[config.mk]
export PLATFORM = sky130hd
export DESIGN_NAME = tcdm_bank_arbiter_flat
export DESIGN_NICKNAME = d
export VERILOG_FILES = /design/src/rtl/tcdm_arb_pkg.sv /design/src/rtl/tcdm_bank_arbiter_if.sv /design/src/rtl/tcdm_arb_pick.sv /design/src/rtl/tcdm_bank_arbiter.sv /design/src/flat_wrapper.sv
export SDC_FILE = /design/constraint.sdc
export NUM_CORES = 1
export LEC_CHECK = 0
export BUFFER_PORTS_ARGS = -buffer_cell sky130_fd_sc_hd__buf_2
export CORE_AREA = 5 5 149 151
export CTS_CLUSTER_SIZE = 30
export DETAILED_ROUTE_END_ITERATION = 7
export DIE_AREA = 0 0 154 156
export RECOVER_POWER = 25
export SLEW_MARGIN = 0
export SYNTH_ARGS = -nofsm -noshare
export SYNTH_HDL_FRONTEND = slang
export SYNTH_HIERARCHICAL = 1
export SYNTH_SLANG_ARGS = --single-unit
[constraint.sdc]
create_clock -name clk_i -period 7.6 [get_ports clk_i]
set_input_delay 0.38 -clock clk_i [delete_from_list [all_inputs] [get_ports clk_i]]
set_output_delay 0.38 -clock clk_i [all_outputs]
set_load 0.05 [all_outputs]
[src/rtl/tcdm_arb_pkg.sv]
// rtl/tcdm_arb_pkg.sv - shared types and constants for the TCDM bank arbiter
// Purpose: policy enum, request payload struct, index-width helper.
// Ports: none (package).
package tcdm_arb_pkg;

    localparam int TCDM_AW = 13;
    localparam int TCDM_DW = 32;
    localparam int TCDM_BW = TCDM_DW / 8;
    localparam int TCDM_IW = 8;

    typedef enum logic [1:0] {
        POL_RR        = 2'd0,
        POL_FIXED     = 2'd1,
        POL_WEIGHTED  = 2'd2,
        POL_HWPE_PRIO = 2'd3
    } tcdm_arb_policy_e;

    typedef struct packed {
        logic [TCDM_AW-1:0] add;
        logic               wen;
        logic [TCDM_DW-1:0] data;
        logic [TCDM_BW-1:0] be;
        logic [TCDM_IW-1:0] id;
    } tcdm_arb_req_t;

    // Width of a channel index; never zero so a single channel still has a port.
    function automatic int idx_width(input int n);
        return (n > 1) ? $clog2(n) : 1;
    endfunction

endpackage

[src/rtl/tcdm_bank_arbiter_if.sv]
// rtl/tcdm_bank_arbiter_if.sv - channel-side and bank-side bus of the TCDM bank arbiter
// Purpose: bundles per-channel request/grant/response and the SRAM bank port.
// Ports: slave = arbiter view (channel requests and bank response in, grants,
//        responses and bank request out); master = initiator/bank model view.
interface tcdm_bank_arbiter_if #(
    parameter int N_CH = 4,
    parameter int DW   = 32,
    parameter int AW   = 13,
    parameter int BW   = DW / 8,
    parameter int IW   = 8
);
    logic [N_CH-1:0]          ch_req_i;
    logic [N_CH-1:0]          ch_gnt_o;
    logic [N_CH-1:0][AW-1:0]  ch_add_i;
    logic [N_CH-1:0]          ch_wen_i;
    logic [N_CH-1:0][DW-1:0]  ch_data_i;
    logic [N_CH-1:0][BW-1:0]  ch_be_i;
    logic [N_CH-1:0][IW-1:0]  ch_id_i;
    logic [N_CH-1:0]          ch_r_valid_o;
    logic [DW-1:0]            ch_r_data_o;
    logic [IW-1:0]            ch_r_id_o;
    logic                     mem_req_o;
    logic [AW-1:0]            mem_add_o;
    logic                     mem_wen_o;
    logic [DW-1:0]            mem_data_o;
    logic [BW-1:0]            mem_be_o;
    logic                     mem_gnt_i;
    logic [DW-1:0]            mem_r_data_i;

    modport slave (
        input  ch_req_i, ch_add_i, ch_wen_i, ch_data_i, ch_be_i, ch_id_i,
        input  mem_gnt_i, mem_r_data_i,
        output ch_gnt_o, ch_r_valid_o, ch_r_data_o, ch_r_id_o,
        output mem_req_o, mem_add_o, mem_wen_o, mem_data_o, mem_be_o
    );

    modport master (
        output ch_req_i, ch_add_i, ch_wen_i, ch_data_i, ch_be_i, ch_id_i,
        output mem_gnt_i, mem_r_data_i,
        input  ch_gnt_o, ch_r_valid_o, ch_r_data_o, ch_r_id_o,
        input  mem_req_o, mem_add_o, mem_wen_o, mem_data_o, mem_be_o
    );
endinterface

[src/rtl/tcdm_arb_pick.sv]
// rtl/tcdm_arb_pick.sv - combinational rotate-priority picker
// Purpose: first set bit of req_i found walking from start_i, upward (dir_i=0)
//          or downward (dir_i=1), wrapping at N.
// Ports: req_i request vector, start_i first index examined, dir_i direction,
//        idx_o winner index, valid_o any request present.
module tcdm_arb_pick
    import tcdm_arb_pkg::*;
#(
    parameter int N  = 4,
    parameter int XW = idx_width(N)
) (
    input  logic [N-1:0]  req_i,
    input  logic [XW-1:0] start_i,
    input  logic          dir_i,
    output logic [XW-1:0] idx_o,
    output logic          valid_o
);

    logic [XW-1:0] cand;

    always_comb begin
        idx_o   = '0;
        valid_o = 1'b0;
        cand    = '0;
        for (int i = 0; i < N; i++) begin
            if (dir_i) cand = XW'((int'(start_i) + N - i) % N);
            else       cand = XW'((int'(start_i) + i) % N);
            if (!valid_o && req_i[cand]) begin
                valid_o = 1'b1;
                idx_o   = cand;
            end
        end
    end

endmodule

[src/rtl/tcdm_bank_arbiter.sv]
// rtl/tcdm_bank_arbiter.sv - per-bank N-channel TCDM arbiter with selectable policy
// Purpose: grants one channel per cycle to the SRAM bank (combinational grant),
//          returns the response one cycle later to the granted channel.
// Ports: clk_i, rst_i (async, active-high), clear_i (sync clear), policy_i,
//        weight_i (per-channel budgets), bus (channel + bank signals, slave
//        modport), starve_o (current grant is a starvation override).
// Option: TCDM_ARB_STARVATION_EN builds stall counters, override and starve_o.
module tcdm_bank_arbiter
    import tcdm_arb_pkg::*;
#(
    parameter int N_CH      = 4,
    parameter int DW        = TCDM_DW,
    parameter int AW        = TCDM_AW,
    parameter int BW        = DW / 8,
    parameter int IW        = TCDM_IW,
    parameter int WEIGHT_W  = 4,
    parameter int MAX_STALL = 15
) (
    input  logic                     clk_i,
    input  logic                     rst_i,
    input  logic                     clear_i,
    input  logic [1:0]               policy_i,
    input  logic [N_CH*WEIGHT_W-1:0] weight_i,
    tcdm_bank_arbiter_if.slave       bus,
    output logic                     starve_o
);

    localparam int XW = idx_width(N_CH);
    localparam int SW = idx_width(MAX_STALL + 1);

    function automatic logic [XW-1:0] wrap_inc(input logic [XW-1:0] x);
        return (int'(x) == N_CH - 1) ? '0 : x + 1'b1;
    endfunction

    tcdm_arb_policy_e policy;
    assign policy = tcdm_arb_policy_e'(policy_i);

    logic [XW-1:0]       ptr_q, ptr_d, owner_q, owner_d;
    logic [WEIGHT_W-1:0] budget_q, budget_d;
    logic [N_CH-1:0]     resp_ch_q, resp_ch_d;
    logic [IW-1:0]       resp_id_q, resp_id_d;

    logic [N_CH-1:0][WEIGHT_W-1:0] wt;
    logic [WEIGHT_W-1:0] owner_wt;
    logic                owner_keep;

    always_comb begin
        for (int i = 0; i < N_CH; i++) wt[i] = weight_i[i*WEIGHT_W +: WEIGHT_W];
        owner_wt = (wt[owner_q] == '0) ? WEIGHT_W'(1) : wt[owner_q];
    end

    // The weighted owner holds the bank while it asks and has budget left.
    assign owner_keep = bus.ch_req_i[owner_q] && (budget_q < owner_wt);

    // Round-robin search: from the pointer, or from owner+1 when weighted.
    logic [XW-1:0] rr_start, rr_idx, lo_idx, hi_idx;
    logic          rr_vld, lo_vld, hi_vld;
    assign rr_start = (policy == POL_WEIGHTED) ? wrap_inc(owner_q) : ptr_q;

    tcdm_arb_pick #(.N(N_CH), .XW(XW)) u_pick_rr (
        .req_i(bus.ch_req_i), .start_i(rr_start), .dir_i(1'b0),
        .idx_o(rr_idx), .valid_o(rr_vld));
    tcdm_arb_pick #(.N(N_CH), .XW(XW)) u_pick_lo (
        .req_i(bus.ch_req_i), .start_i('0), .dir_i(1'b0),
        .idx_o(lo_idx), .valid_o(lo_vld));
    tcdm_arb_pick #(.N(N_CH), .XW(XW)) u_pick_hi (
        .req_i(bus.ch_req_i), .start_i(XW'(N_CH - 1)), .dir_i(1'b1),
        .idx_o(hi_idx), .valid_o(hi_vld));

    logic [XW-1:0] ovr_idx;
    logic          ovr_vld;

`ifdef TCDM_ARB_STARVATION_EN
    logic [N_CH-1:0][SW-1:0] stall_q, stall_d;
    logic [N_CH-1:0]         stalled;

    always_comb begin
        for (int i = 0; i < N_CH; i++)
            stalled[i] = bus.ch_req_i[i] && (stall_q[i] == SW'(MAX_STALL));
    end

    tcdm_arb_pick #(.N(N_CH), .XW(XW)) u_pick_starve (
        .req_i(stalled), .start_i('0), .dir_i(1'b0),
        .idx_o(ovr_idx), .valid_o(ovr_vld));

    always_comb begin
        stall_d = stall_q;
        for (int i = 0; i < N_CH; i++) begin
            if (!bus.ch_req_i[i] || bus.ch_gnt_o[i]) stall_d[i] = '0;
            else if (stall_q[i] != SW'(MAX_STALL))   stall_d[i] = stall_q[i] + 1'b1;
        end
        if (clear_i) stall_d = '0;
    end

    always_ff @(posedge clk_i or posedge rst_i) begin
        if (rst_i) stall_q <= '0;
        else       stall_q <= stall_d;
    end
`else
    assign ovr_idx = '0;
    assign ovr_vld = 1'b0;
`endif

    logic [XW-1:0] pol_idx, win_idx;
    logic          pol_vld, grant;

    always_comb begin
        pol_idx = rr_idx;
        pol_vld = rr_vld;
        case (policy)
            POL_FIXED:     begin pol_idx = lo_idx; pol_vld = lo_vld; end
            POL_HWPE_PRIO: begin pol_idx = hi_idx; pol_vld = hi_vld; end
            POL_WEIGHTED:  if (owner_keep) begin pol_idx = owner_q; pol_vld = 1'b1; end
            default:       ;
        endcase
        win_idx = ovr_vld ? ovr_idx : pol_idx;
    end

    assign grant        = (pol_vld | ovr_vld) & bus.mem_gnt_i;
    assign bus.ch_gnt_o = grant ? (N_CH'(1) << win_idx) : '0;
    assign starve_o     = ovr_vld & bus.mem_gnt_i;

    assign bus.mem_req_o  = |bus.ch_req_i;
    assign bus.mem_add_o  = bus.ch_add_i[win_idx];
    assign bus.mem_wen_o  = bus.ch_wen_i[win_idx];
    assign bus.mem_data_o = bus.ch_data_i[win_idx];
    assign bus.mem_be_o   = bus.ch_be_i[win_idx];

    assign bus.ch_r_valid_o = resp_ch_q;
    assign bus.ch_r_id_o    = resp_id_q;
    assign bus.ch_r_data_o  = bus.mem_r_data_i;

    // Every grant moves the pointer and opens a new tenure, except a weighted
    // owner continuing on its own budget.
    always_comb begin
        ptr_d     = ptr_q;
        owner_d   = owner_q;
        budget_d  = budget_q;
        resp_ch_d = '0;
        resp_id_d = resp_id_q;
        if (grant) begin
            ptr_d = wrap_inc(win_idx);
            if (policy == POL_WEIGHTED && owner_keep && !ovr_vld) begin
                budget_d = budget_q + 1'b1;
            end else begin
                owner_d  = win_idx;
                budget_d = WEIGHT_W'(1);
            end
            resp_ch_d = bus.ch_gnt_o;
            resp_id_d = bus.ch_id_i[win_idx];
        end
        if (clear_i) begin
            ptr_d     = '0;
            owner_d   = '0;
            budget_d  = '0;
            resp_ch_d = '0;
            resp_id_d = '0;
        end
    end

    always_ff @(posedge clk_i or posedge rst_i) begin
        if (rst_i) begin
            ptr_q     <= '0;
            owner_q   <= '0;
            budget_q  <= '0;
            resp_ch_q <= '0;
            resp_id_q <= '0;
        end else begin
            ptr_q     <= ptr_d;
            owner_q   <= owner_d;
            budget_q  <= budget_d;
            resp_ch_q <= resp_ch_d;
            resp_id_q <= resp_id_d;
        end
    end

endmodule

[src/flat_wrapper.sv]
// flat-port wrapper written by rule: the top's interface ports become plain ports
module tcdm_bank_arbiter_flat import tcdm_arb_pkg::*;
#(
    parameter int N_CH      = 4,
    parameter int DW        = TCDM_DW,
    parameter int AW        = TCDM_AW,
    parameter int BW        = DW / 8,
    parameter int IW        = TCDM_IW,
    parameter int WEIGHT_W  = 4,
    parameter int MAX_STALL = 15
)
  (clk_i, rst_i, clear_i, policy_i, weight_i, starve_o, bus_ch_req_i, bus_ch_add_i, bus_ch_wen_i, bus_ch_data_i, bus_ch_be_i, bus_ch_id_i, bus_mem_gnt_i, bus_mem_r_data_i, bus_ch_gnt_o, bus_ch_r_valid_o, bus_ch_r_data_o, bus_ch_r_id_o, bus_mem_req_o, bus_mem_add_o, bus_mem_wen_o, bus_mem_data_o, bus_mem_be_o);
  tcdm_bank_arbiter_if #(.N_CH(N_CH), .DW(DW), .AW(AW), .BW(BW), .IW(IW)) bus_i ();
  input  logic clk_i;
  input  logic rst_i;
  input  logic clear_i;
  input  logic [1:0] policy_i;
  input  logic [N_CH*WEIGHT_W-1:0] weight_i;
  output logic starve_o;
  input wire logic [$bits(bus_i.ch_req_i)-1:0] bus_ch_req_i;
  input wire logic [$bits(bus_i.ch_add_i)-1:0] bus_ch_add_i;
  input wire logic [$bits(bus_i.ch_wen_i)-1:0] bus_ch_wen_i;
  input wire logic [$bits(bus_i.ch_data_i)-1:0] bus_ch_data_i;
  input wire logic [$bits(bus_i.ch_be_i)-1:0] bus_ch_be_i;
  input wire logic [$bits(bus_i.ch_id_i)-1:0] bus_ch_id_i;
  input wire logic [$bits(bus_i.mem_gnt_i)-1:0] bus_mem_gnt_i;
  input wire logic [$bits(bus_i.mem_r_data_i)-1:0] bus_mem_r_data_i;
  output wire logic [$bits(bus_i.ch_gnt_o)-1:0] bus_ch_gnt_o;
  output wire logic [$bits(bus_i.ch_r_valid_o)-1:0] bus_ch_r_valid_o;
  output wire logic [$bits(bus_i.ch_r_data_o)-1:0] bus_ch_r_data_o;
  output wire logic [$bits(bus_i.ch_r_id_o)-1:0] bus_ch_r_id_o;
  output wire logic [$bits(bus_i.mem_req_o)-1:0] bus_mem_req_o;
  output wire logic [$bits(bus_i.mem_add_o)-1:0] bus_mem_add_o;
  output wire logic [$bits(bus_i.mem_wen_o)-1:0] bus_mem_wen_o;
  output wire logic [$bits(bus_i.mem_data_o)-1:0] bus_mem_data_o;
  output wire logic [$bits(bus_i.mem_be_o)-1:0] bus_mem_be_o;
  assign bus_i.ch_req_i = bus_ch_req_i;
  assign bus_i.ch_add_i = bus_ch_add_i;
  assign bus_i.ch_wen_i = bus_ch_wen_i;
  assign bus_i.ch_data_i = bus_ch_data_i;
  assign bus_i.ch_be_i = bus_ch_be_i;
  assign bus_i.ch_id_i = bus_ch_id_i;
  assign bus_i.mem_gnt_i = bus_mem_gnt_i;
  assign bus_i.mem_r_data_i = bus_mem_r_data_i;
  assign bus_ch_gnt_o = bus_i.ch_gnt_o;
  assign bus_ch_r_valid_o = bus_i.ch_r_valid_o;
  assign bus_ch_r_data_o = bus_i.ch_r_data_o;
  assign bus_ch_r_id_o = bus_i.ch_r_id_o;
  assign bus_mem_req_o = bus_i.mem_req_o;
  assign bus_mem_add_o = bus_i.mem_add_o;
  assign bus_mem_wen_o = bus_i.mem_wen_o;
  assign bus_mem_data_o = bus_i.mem_data_o;
  assign bus_mem_be_o = bus_i.mem_be_o;
  tcdm_bank_arbiter #(.N_CH(N_CH), .DW(DW), .AW(AW), .BW(BW), .IW(IW), .WEIGHT_W(WEIGHT_W), .MAX_STALL(MAX_STALL)) u_core (.clk_i(clk_i), .rst_i(rst_i), .clear_i(clear_i), .policy_i(policy_i), .weight_i(weight_i), .bus(bus_i), .starve_o(starve_o));
endmodule
==> flow_summary.yaml <==
global_routing:
  first_global_vias: 4667
  grt_overflow: 0
  grt_pass1_wl_um: 28060
  met1_usage_pct: 18.72
  met3_usage_pct: 5.742
  met2_usage_pct: 25.31
  grt_antenna_before_repair: 7
  top_usage_layer: "met2"
  grt_max_degree: 121
  gr-usage-all-layers_pct: 15.11
synthesis:
  yosysMostFrequentCell: "mux2i_1"
  ys_ff_latch: 20
  syn_avg_cell_area_um2: 9.367
  synth_commonest_cells: "mux2i_1 (188), buf_4 (33), nand2_1 (25), buf_6 (22), nor2_1 (22)"
  synthesis.area_mm2: 0.004430
  synth-async-reset-ratio_pct: 100.0
  netlist_top_cells_area: "mux2i_1 (42%), dfrtp_1 (11%), buf_4 (5.6%)"
  synth_top_area_share_pct: 42.47
  synth.distinct_cells: 53
  ys_seq_area_share_pct: 11.30
  synth_edf_count: 0
  ys.flop_type: "dfrtp_1"
  synthCells: 473
  yosysTopAreaCell: "mux2i_1"
  yosysWarnings: 6
setup_path:
  critical_path_class: "register to output pin"
  crit_path_end_kind: "output pin"
  crit_required_ps: 7220
  arrival_ps: 4800
  critical_path.max_fanout: 120
  crit_path_start_kind: "register"
power:
  total_power_mw: 1.331
  switching_share_pct: 56.67
  power_frac_comb_pct: 79.1
  power.internal_uw: 576.9
  net-switching-power_uw: 754.4
  p_leak_nw: 3.304
  power_density_mw_per_mm2: 219.8
  clkPwrFrac_pct: 11.0
  peakVddDrop_v: 0.0001210
  seqPwrFrac_pct: 9.9
drt:
  ant_nets: 0
  drt_iter0_drc: 199
  via_per_inst: 4.487
  drt_wl_total_um: 19910
  wl_per_cell_um: 19.28
  via_count: 4635
  drt_first_pass_iters: 5
  drc: 0
sta:
  hold_violations: 0
  setup_viol: 0
  fin_worst_skew_ps: 6.647
  period_share_pct: 68.16
  final.min_clock_period_ps: 5180
  fin_ws_ps: 2420
  tightestPinTransition_ps: 1123
  finalMaxSlewViolations: 0
  max_freq_ghz: 0.1930
  slew_headroom_pct: 24.54
  rsz0062_at_grt: "false"
  tns_ps: 0
floorplan:
  ios: 390
  core.rowCount: 53
  start_util_pct: 21.41
  coreArea_mm2: 0.02069
  dieArea_mm2: 0.02402
  die_w_um: 154
  dieHeight_um: 156
clocking:
  htree_levels: 1
  cts_resized: 0
  cts_setup_buffers: 0
  clock-sinks: 20
  cts_tree: "done"
  clk_latency_ps: 260
  clockBufferDepth: 2
  clk_pin_slew_ps: 60
  cts_buffers: 3
  root_buffer: "clkbuf_16"
  cts_hold_buf: 0
placed_design:
  hpwl_um: 17300
  portBuffers: 324
  gp_congestion: 0.8551
  preCtsSetupSlack_ps: 2702
finish:
  regArea_um2: 500.5
  area_delta_synth_final_pct: 36.71
  fillers: 2268
  multiInputGateArea_mm2: 0.003386
  final_nets: 1062
  drive_above_1_share_pct: 46.96
status:
  outcome: "completed"
job:
  drv_cap: 0
worst_hold_path:
  hp-class: "primary input to async pin"
path summary, 6_finish.rpt:
kind	start	endpoint	slack (ps)	depth (start not counted)
setup / recovery	u_core/owner_q[0]$_DFFE_PP0P_	bus_mem_data_o[28]	2420	15
hold / removal	rst_i	u_core/bus.ch_r_id_o[1]$_DFFE_PP0P_	280	2
setup reg to reg	u_core/owner_q[0]$_DFFE_PP0P_	u_core/ptr_q[1]$_DFFE_PP0P_	3350	15
hold reg to reg	u_core/bus.ch_r_id_o[2]$_DFFE_PP0P_	u_core/bus.ch_r_id_o[2]$_DFFE_PP0P_	480	2
max in group asynchronous	rst_i	u_core/ptr_q[0]$_DFFE_PP0P_	6790	2
min in group clk_i	clear_i	u_core/ptr_q[1]$_DFFE_PP0P_	430	2
per-stage QoR:
stage,utilization [%],std cells,hold WS [ps],instance area (um2)
floorplan,-,492,343.8,4502
finish,29.28,1033,280.8,6057
CTS,29.25,1031,332.0,6052
detailed placement,28.74,1027,474.9,5947
global placement,28.74,1027,469.5,5947
global route,29.26,1032,351.8,6055
sequential cells by signal (all words and copies together), names as in the netlist:
name	count
u_core/bus.ch_r_id_o	8
u_core/budget_q	4
u_core/bus.ch_r_valid_o	4
u_core/owner_q	2
u_core/ptr_q	2
routing by layer:
layer | wire length [um] | vias up
li1 | - | 2291
met1 | 8065 | 2120
met2 | 9723 | 187
met3 | 1752 | 27
met4 | 299 | 10
met5 | 71 | -
layout by cell type, fill, tap and decap left out, types with 5 or more instances in the layout:
master | Yosys | routed
nand2_1 | 25 | 25
and2_1 | 5 | 5
o221ai_1 | 8 | 8
mux2i_1 | 188 | 188
o22ai_1 | 6 | 6
inv_1 | 14 | 14
nor2_1 | 22 | 22
conb_1 | 2 | 21
buf_2 | 6 | 324
dfrtp_1 | 20 | 20
ha_1 | 15 | 15
a21oi_1 | 15 | 15
o21ai_0 | 8 | 8
mux4_2 | 8 | 8
power groups by stage:
stage	logic [mW]	clock network (mW)	registers [mW]
6_report	1.05	0.146	0.131
2_1_floorplan	0.841	0	0.163
3_3_place_gp	1.06	0	0.133
4_1_cts	1.06	0.151	0.132
3_5_place_dp	1.06	0	0.133
5_1_grt	1.12	0.154	0.134
final cells by class:
class / count / area share, %
timing repair buffer: 327 / 27.35
clock inverter: 1 / 0.4958
inverter: 16 / 0.9915
clock buffer: 3 / 1.239
sequential: 20 / 8.263
antenna: 2 / 0.08263
tap: 275 / 5.681
multi-input combinational: 389 / 55.90
kinds of logic (layout without fill, tap and decap cells):
logic type | count (synthesis) | in the layout | share of synthesized area [%]
multiplexers | 202 | 202 | 49.08
buffers and inverters | 83 | 347 | 13.98
AND/OR/NAND/NOR | 80 | 80 | 9.207
AO/OA/AOI/OAI | 68 | 68 | 10.93
flip-flops | 20 | 20 | 11.30
adder cells (fa/ha/maj) | 15 | 15 | 4.236
XOR/XNOR | 3 | 3 | 1.101
other | 2 | 23 | 0.1695
worst max-delay path: stages, from the launching register on:
cell and delay [ps]:
dfrtp_1 520, ha_1 350, nand2_1 50, nand2_1 320
inv_1 120, ha_1 220, nor2_1 220, mux4_2 380
o22ai_1 170, a221o_1 160, o21ai_0 80, a22oi_2 250
buf_12 460, mux2i_1 230, mux2i_1 400, buf_2 350
Power figures use the tool's default switching activity.
